===== config.mk =====
export PLATFORM = sky130hd
export DESIGN_NAME = frame_slot_scheduler
export DESIGN_NICKNAME = d
export VERILOG_FILES = /design/src/rtl/frame_slot_scheduler.sv
export SDC_FILE = /design/constraint.sdc
export NUM_CORES = 1
export LEC_CHECK = 0
export BUFFER_PORTS_ARGS = -buffer_cell sky130_fd_sc_hd__buf_4
export CORE_AREA = 2 2 68 70
export DETAILED_ROUTE_END_ITERATION = 10
export DIE_AREA = 0 0 70 72
export GPL_ROUTABILITY_DRIVEN = 0
export PLACE_DENSITY = 0.74
export SYNTH_ARGS = -nofsm -noshare
export SYNTH_HDL_FRONTEND = slang
export SYNTH_SLANG_ARGS = --single-unit

===== constraint.sdc =====
create_clock -name clk_in -period 2 [get_ports clk_in]
set_clock_uncertainty 0.2 [all_clocks]
set_input_delay 0.2 -clock clk_in [delete_from_list [all_inputs] [get_ports clk_in]]
set_output_delay 0.2 -clock clk_in [all_outputs]
set_load 0.02 [all_outputs]

===== src/rtl/frame_slot_scheduler.sv =====
// frame_slot_scheduler
//   Derives a one-cycle frame tick from clk_in. On each tick it latches the
//   request vector and grants exclusive update slots to the requesters, one
//   at a time and lowest index first, using a one-hot grant / done handshake.
//   Every register runs on clk_in; no derived clock is created.
//
// Parameters
//   CLK_HZ, FRAME_HZ : tick period DIV = CLK_HZ/FRAME_HZ cycles (minimum 2)
//   N_CLIENTS        : number of requesters (1..8)
//   SLOT_TIMEOUT     : longest grant in cycles (watchdog build only)
//
// Build option
//   SLOT_TIMEOUT_EN  : when defined, a grant with no done is revoked after
//                      SLOT_TIMEOUT cycles and a timeout pulse is raised.
//                      When undefined, grants are held until done.
//
// Ports
//   clk_in      in   system clock
//   reset       in   synchronous, active-high reset
//   enable      in   frame tick generation enable
//   req         in   per-client update request (level, sampled on the tick)
//   done        in   per-client slot complete (level)
//   grant       out  one-hot or zero slot ownership
//   frame_tick  out  one-cycle pulse per frame
//   frame_cnt   out  frame counter, wraps 255 -> 0
//   busy        out  high while a frame sequence is in progress
//   overrun     out  one-cycle pulse, cycle after a tick hit a busy sequence
//   timeout     out  one-cycle pulse when the watchdog revokes a grant
module frame_slot_scheduler #(
    parameter int CLK_HZ       = 100000000,
    parameter int FRAME_HZ     = 30,
    parameter int N_CLIENTS    = 4,
    parameter int SLOT_TIMEOUT = 1024
) (
    input  logic                 clk_in,
    input  logic                 reset,
    input  logic                 enable,
    input  logic [N_CLIENTS-1:0] req,
    input  logic [N_CLIENTS-1:0] done,
    output logic [N_CLIENTS-1:0] grant,
    output logic                 frame_tick,
    output logic [7:0]           frame_cnt,
    output logic                 busy,
    output logic                 overrun,
    output logic                 timeout
);

    localparam int DIV_RAW = CLK_HZ / FRAME_HZ;
    localparam int DIV     = (DIV_RAW < 2) ? 2 : DIV_RAW;
    localparam int DIV_W   = $clog2(DIV);
    localparam logic [DIV_W-1:0] DIV_LAST = DIV_W'(DIV - 1);

    localparam logic [1:0] ST_IDLE  = 2'd0;
    localparam logic [1:0] ST_SCAN  = 2'd1;
    localparam logic [1:0] ST_GRANT = 2'd2;

    logic [DIV_W-1:0]     r_div;
    logic [1:0]           r_state;
    logic [N_CLIENTS-1:0] r_pending;
    logic [N_CLIENTS-1:0] r_grant;
    logic [7:0]           r_frame_cnt;
    logic                 r_overrun;
    logic                 w_tick;
    logic [N_CLIENTS-1:0] w_pick;
    logic                 w_done_hit;

    assign w_tick = enable && (r_div == DIV_LAST);

    // Two's-complement trick isolates the lowest set bit: fixed index order.
    assign w_pick = r_pending & (~r_pending + N_CLIENTS'(1));

    // Only the owner's done matters; done from other clients is masked off.
    assign w_done_hit = |(r_grant & done);

    always_ff @(posedge clk_in) begin
        if (reset) begin
            r_div <= '0;
        end else if (!enable || (r_div == DIV_LAST)) begin
            r_div <= '0;
        end else begin
            r_div <= r_div + DIV_W'(1);
        end
    end

`ifdef SLOT_TIMEOUT_EN
    localparam int SLOT_W = $clog2(SLOT_TIMEOUT + 1);
    localparam logic [SLOT_W-1:0] SLOT_LAST = SLOT_W'(SLOT_TIMEOUT - 1);

    logic [SLOT_W-1:0] r_slot;
    logic              r_timeout;

    assign timeout = r_timeout;
`else
    logic w_unused_slot_timeout;

    assign w_unused_slot_timeout = (SLOT_TIMEOUT > 0);
    assign timeout = 1'b0;
`endif

    always_ff @(posedge clk_in) begin
        if (reset) begin
            r_state     <= ST_IDLE;
            r_pending   <= '0;
            r_grant     <= '0;
            r_frame_cnt <= 8'd0;
            r_overrun   <= 1'b0;
`ifdef SLOT_TIMEOUT_EN
            r_slot      <= '0;
            r_timeout   <= 1'b0;
`endif
        end else begin
            // A tick that finds a sequence in flight is reported, then dropped.
            r_overrun <= w_tick && (r_state != ST_IDLE);
`ifdef SLOT_TIMEOUT_EN
            r_timeout <= 1'b0;
`endif
            if (w_tick) begin
                r_frame_cnt <= r_frame_cnt + 8'd1;
            end

            case (r_state)
                ST_IDLE: begin
                    if (w_tick) begin
                        r_pending <= req;
                        r_state   <= ST_SCAN;
                    end
                end
                ST_SCAN: begin
                    if (r_pending == '0) begin
                        r_state <= ST_IDLE;
                    end else begin
                        r_grant   <= w_pick;
                        r_pending <= r_pending & ~w_pick;
                        r_state   <= ST_GRANT;
`ifdef SLOT_TIMEOUT_EN
                        r_slot    <= '0;
`endif
                    end
                end
                ST_GRANT: begin
                    // done wins over a simultaneous watchdog expiry.
                    if (w_done_hit) begin
                        r_grant <= '0;
                        r_state <= ST_SCAN;
                    end
`ifdef SLOT_TIMEOUT_EN
                    else if (r_slot == SLOT_LAST) begin
                        r_grant   <= '0;
                        r_timeout <= 1'b1;
                        r_state   <= ST_SCAN;
                    end else begin
                        r_slot <= r_slot + SLOT_W'(1);
                    end
`endif
                end
                default: begin
                    r_state <= ST_IDLE;
                    r_grant <= '0;
                end
            endcase
        end
    end

    assign grant      = r_grant;
    assign frame_tick = w_tick;
    assign frame_cnt  = r_frame_cnt;
    assign busy       = (r_state != ST_IDLE);
    assign overrun    = r_overrun;

endmodule


== Yosys cells after proc, flatten, opt, wreduce, memory -nomap -nowiden ==
Index checks and enable logic that the tools add are counted.

* Bitwise operators: 6
* Reduce and logical (&&, ||, !) cells: 13
* Add/subtract/negate cells: 3
* Eq/ne operators: 6
* Multiplexer cells: 10

{| class="wikitable"
|+ Operators by type and width
! cell !! number
|-
| adder 22 x 1 -> 22 bit, second input constant || 1
|-
| == test 22 bit, second input constant || 1
|-
| 2-to-1 mux 4 bit || 4
|-
| AND 4 bit || 3
|-
| one-hot mux 4 bit (3 select lines) || 1
|-
| adder 8 x 1 -> 8 bit, second input constant || 1
|-
| inverter 4 bit || 2
|-
| one-hot mux 4 bit (2 select lines) || 1
|-
| 2-to-1 mux 2 bit || 3
|-
| inequality test 2 bit, second input constant || 3
|-
| one-hot mux 2 bit (3 select lines) || 1
|-
| AND reduction 3 bit || 2
|-
| adder 4 x 1 -> 4 bit, second input constant || 1
|-
| zero test 4 bit || 1
|-
| nonzero test 2 bit || 2
|-
| OR reduction 4 bit || 1
|-
| == test 2 x 1 -> 1 bit, second input constant || 1
|-
| == test 2 bit, second input constant || 1
|-
| logical AND 1 bit || 2
|-
| zero test 2 bit || 1
|-
| AND reduction 2 bit || 1
|-
| OR reduction 2 bit || 1
|-
| zero test 1 bit || 1
|-
| logical OR 1 bit || 1
|-
| inverter 1 bit || 1
|}

* Register bits: 41
* Bits of input ports: 11

== Longest topological paths before layout ==
* Word-level depth: 7
* Depth in mapped cells: 7
* Mapped depth without buffers: 6

== Worst setup path after synthesis ==
No wires, ideal clock.

* Path kind: reg2reg
* From: register r_div[0]
* To: register r_frame_cnt[7] (netlist: frame_cnt[7])
* Arrival: 1.690 ns
* Data required time: 1.679 ns
* Stages on the path, launching flop included: 8
* Period minus slack after synthesis: 2.011 ns
* Setup slack: -0.011 ns
* Library setup time: 0.121 ns
* Cell sequence: dfxtp_1 inv_1 ha_1 nor4bb_1 nand3_1 buf_2 nor3_1 mux2_2

* Cells in the longest elaborated chain, start to end: 2

{| class="wikitable"
|+ Ends and longest elaborated chain
! item !! RTL line !! RTL
|-
| start: declaration || 57 || <nowiki>logic [DIV_W-1:0] r_div;</nowiki>
|-
| start signal: assignment || 81 || <nowiki>r_div <= r_div + DIV_W'(1);</nowiki>
|-
| == test 22 bit || 67 || <nowiki>assign w_tick = enable && (r_div == DIV_LAST);</nowiki>
|-
| logical AND 1 bit || 67 ||
|-
| end signal: assignment || 118 || <nowiki>r_frame_cnt <= r_frame_cnt + 8'd1;</nowiki>
|-
| end: declaration || 61 || <nowiki>logic [7:0] r_frame_cnt;</nowiki>
|}

No other way between the ends.
A chain may end at the register's enable or synchronous reset.

== Worst setup path in the final report ==
* From: register r_div[1]
* To: output frame_tick

* Cells in the longest elaborated chain, start to end: 2

{| class="wikitable"
|+ Ends and longest elaborated chain
! item !! RTL line !! RTL
|-
| == test 22 bit || 67 ||
|-
| logical AND 1 bit || 67 ||
|-
| end: declaration || 41 || <nowiki>output logic frame_tick,</nowiki>
|}

No other way between the ends.

==> impl_results.md <==
- Number of synthesized register bits: between 40 and 50
- Number of max-cap violations: 0
- Endpoints failing setup: 0
- Main combinational cell family by area after synthesis: simple AND/OR/NAND/NOR gates
- Post-synth ARST share: 0
- Clock Path Buffers: 2
- Final Hold Fails: 0
- Max Fclk: between 500 and 600 MHz
- Initial DRC Count: around 210
- Hold Crit Class: input port to flip-flop
- Power per cell area: about 550 mW/mm2
- Post-synth EDFFs: 0
- Tcrit/Tclk final: 0.994
- CP max FO: 2
- Total gr overflow: 0
- Skew-Pair Late Insertion Delay: just under 0.3 ns
- CTS tree: done
- NumNets Final: 309
- Crit path DAT: 1.59 ns
- DP Worst Slack: -0.0663 ns
- TritonCTS buffer count: 5
- CP required: 1.60 ns
- Top cells by area in the synthesized netlist: dfxtp_1 (38%), xor2_1 (4.9%), nor2_1 (4.3%), nand3_1 (3.5%), a21oi_1 (2.8%)
- ANT cells: 0
- Area leader, netlist: dfxtp_1
- Avg Synthesized Cell Area: between 8 and 9 um2
- Wire per inst: approximately 14 um
- Vias in the first global route: about 1,900
- Clock sinks: between 40 and 50
- Reg power frac: 0.548
- Tot GR Track Use: 0.202
- Clk Tree Root Cell: clkbuf_8
- Peak VDD IR: 0.000335 V
- Remaining DRCs: 0
- Syn Nets: 265
- IO Pins: 27
- Synthesized cell area: between 0.002 and 0.0025 mm2
- Most frequent cell after synthesis: dfxtp_1
- WS Path Type: flip-flop to output pin
- Largest net degree at the start of global routing: 32
- Seq/Total Area, Yosys: 0.379
- RSZ-0062 raised after global routing: yes
- Tmin final: slightly below 2 ns
- Critical Path Start Type: flip-flop
- Post-Syn Instances: 251
- Most frequent cells after synthesis: dfxtp_1 (41), nor2_1 (25), nand3_1 (15)
- Die Wd: approximately 70 um
- Initial antenna violation count: 0
- Global-route wire length before repair: between 8000 and 9000 um
- Status: finished, final reports clean
- Post-layout util: 0.649
- Synth Area in XOR/XNOR: 0.0526
- Setup ws final: between 0.01 and 0.015 ns
- Leak Pwr: roughly 0.0010 uW
- Clock share of power: 0.395
- Clock Pin Slew Worst Setup and Hold Paths: about 0.08 ns
- H-tree depth: 2
- Total wire length: roughly 5000 um
- CP endpoint kind: output pin
- DR vias: just over 2,000
- Mux cell area share after synthesis: 0.0312
- Share of the synthesized area in the top cell type: 0.379
- Die Y-Extent: slightly above 70 um
- Pre-antenna DRT Iters: 4
- Switching fraction of total power: 0.220
- Port bufs: 25
- Starting Density: 0.508
- Switching Power: 333 uW
- Synth Flop Type: dfxtp_1
- Via density per instance: just under 6
- DP HPWL: 3280 um
- Synth Area in Compound Gates: 0.131
- Gate power share: 0.057
- Synth Area in Adders: 0.0173
- Post-Synth Simple-Gate Area: 0.329
- Internal Pwr Total: roughly 1200 uW
- Core region area: about 0.0043 mm2
- P&R area growth vs syn: 27.9%
- Ys Warns: 0
- Slew Limit Fails: 0
- Synth unique cells: between 50 and 60
- DIE AREA: slightly above 0.005 mm2
- Number of cell rows: 24
- Layout cells sized above 1: 0.297
- ANT nets after route: 0
[power by group through the flow]
stage	logic, uW	registers (uW)	clock network [uW]
after floorplan	37.6	850	0
after global placement	76.3	845	0
after detailed placement	78.1	845	0
after CTS	83.3	826	614
after global routing	93.6	827	649
final	85.3	827	597
[final cells by class]
type                            instances  area, um2
Multi-Input combinational cell        183       1320
Sequential cell                        41        826
Timing Repair Buffer                   52        415
Fill cell                             356       1500
Clock buffer                            7       96.3
Tap cell                               52       65.1
Clock inverter                          1       5.00
Inverter                               12       45.0
[what timing repair did]
item | 4_1_cts | 5_1_grt
endpoints found under the setup margin | 3 | 15
hold buffers | 2 | 0
resized for setup | 9 | 15
hold endpoints to repair | 2 | 0
setup buffers | 0 | 1
pin swaps | 2 | 6
[layer usage]
layer,track usage,up-vias,share of wire
met5,0,-,0
met4,0.0769,0,0.012
met3,0.0528,6,0.043
met2,0.342,36,0.51
met1,0.249,974,0.44
li1,-,1000,-
[worst max-delay path, cell delays in order, from the launching register on]
cell,delay [ns]
dfxtp_2,0.33
inv_2,0.04
ha_2,0.17
nor4b_4,0.22
and3_4,0.23
and3_4,0.19
buf_6,0.11
[layout by cell type, fill, tap and decap left out, types with 3 or more instances in the layout]
master	n
nor2_1	25
dfxtp_2	4
a21oi_1	12
and3_1	3
xor2_1	12
nor3_1	7
nor2b_1	7
o21ai_0	9
and2_1	3
nand2_1	9
nand2b_1	3
buf_4	47
or3_1	3
o31ai_1	5
nor3b_1	3
inv_1	10
nand4_1	9
clkbuf_8	7
or4_1	5
dfxtp_1	37
mux2_2	4
and4_1	4
nand3_1	14
[cells by family after synthesis]
logic type	Yosys count
AO/OA/AOI/OAI	43
multiplexers	6
other	1
XOR/XNOR	13
AND/OR/NAND/NOR	117
buffers and inverters	27
flip-flops	41
adder cells (fa/ha/maj)	3
[through the flow]
| stage | area (um2) | TNS (ns) | std cells | power [uW] | hold slack [ns] |
|---|---|---|---|---|---|
| floorplan | 2170 | 0 | 251 | 887 | 0.144 |
| CTS | 2700 | -0.0156 | 347 | 1520 | 0.0143 |
| global route | 2770 | -0.208 | 348 | 1570 | 0.0312 |
| finish | 2770 | 0 | 348 | 1510 | 0.0417 |
| detailed placement | 2530 | -0.103 | 337 | 923 | 0.274 |
| global placement | 2530 | -0.00308 | 337 | 921 | 0.278 |
[registers in the layout, indices dropped and copies added (netlist names)]
signal and flops:
r_div 22, frame_cnt 8, grant 4, r_pending 4, r_state 2, overrun 1
[path summary, 6_finish.rpt]
path | from | depth (start not counted) | to | slack, ns
max | r_div[1] | 6 | frame_tick | 0.01
max reg2reg | r_div[20] | 5 | frame_cnt[5] | 0.06
min | enable | 3 | frame_cnt[1] | 0.04
min reg2reg | grant[2] | 2 | grant[2] | 0.29
(Power assumes the default switching activity.)
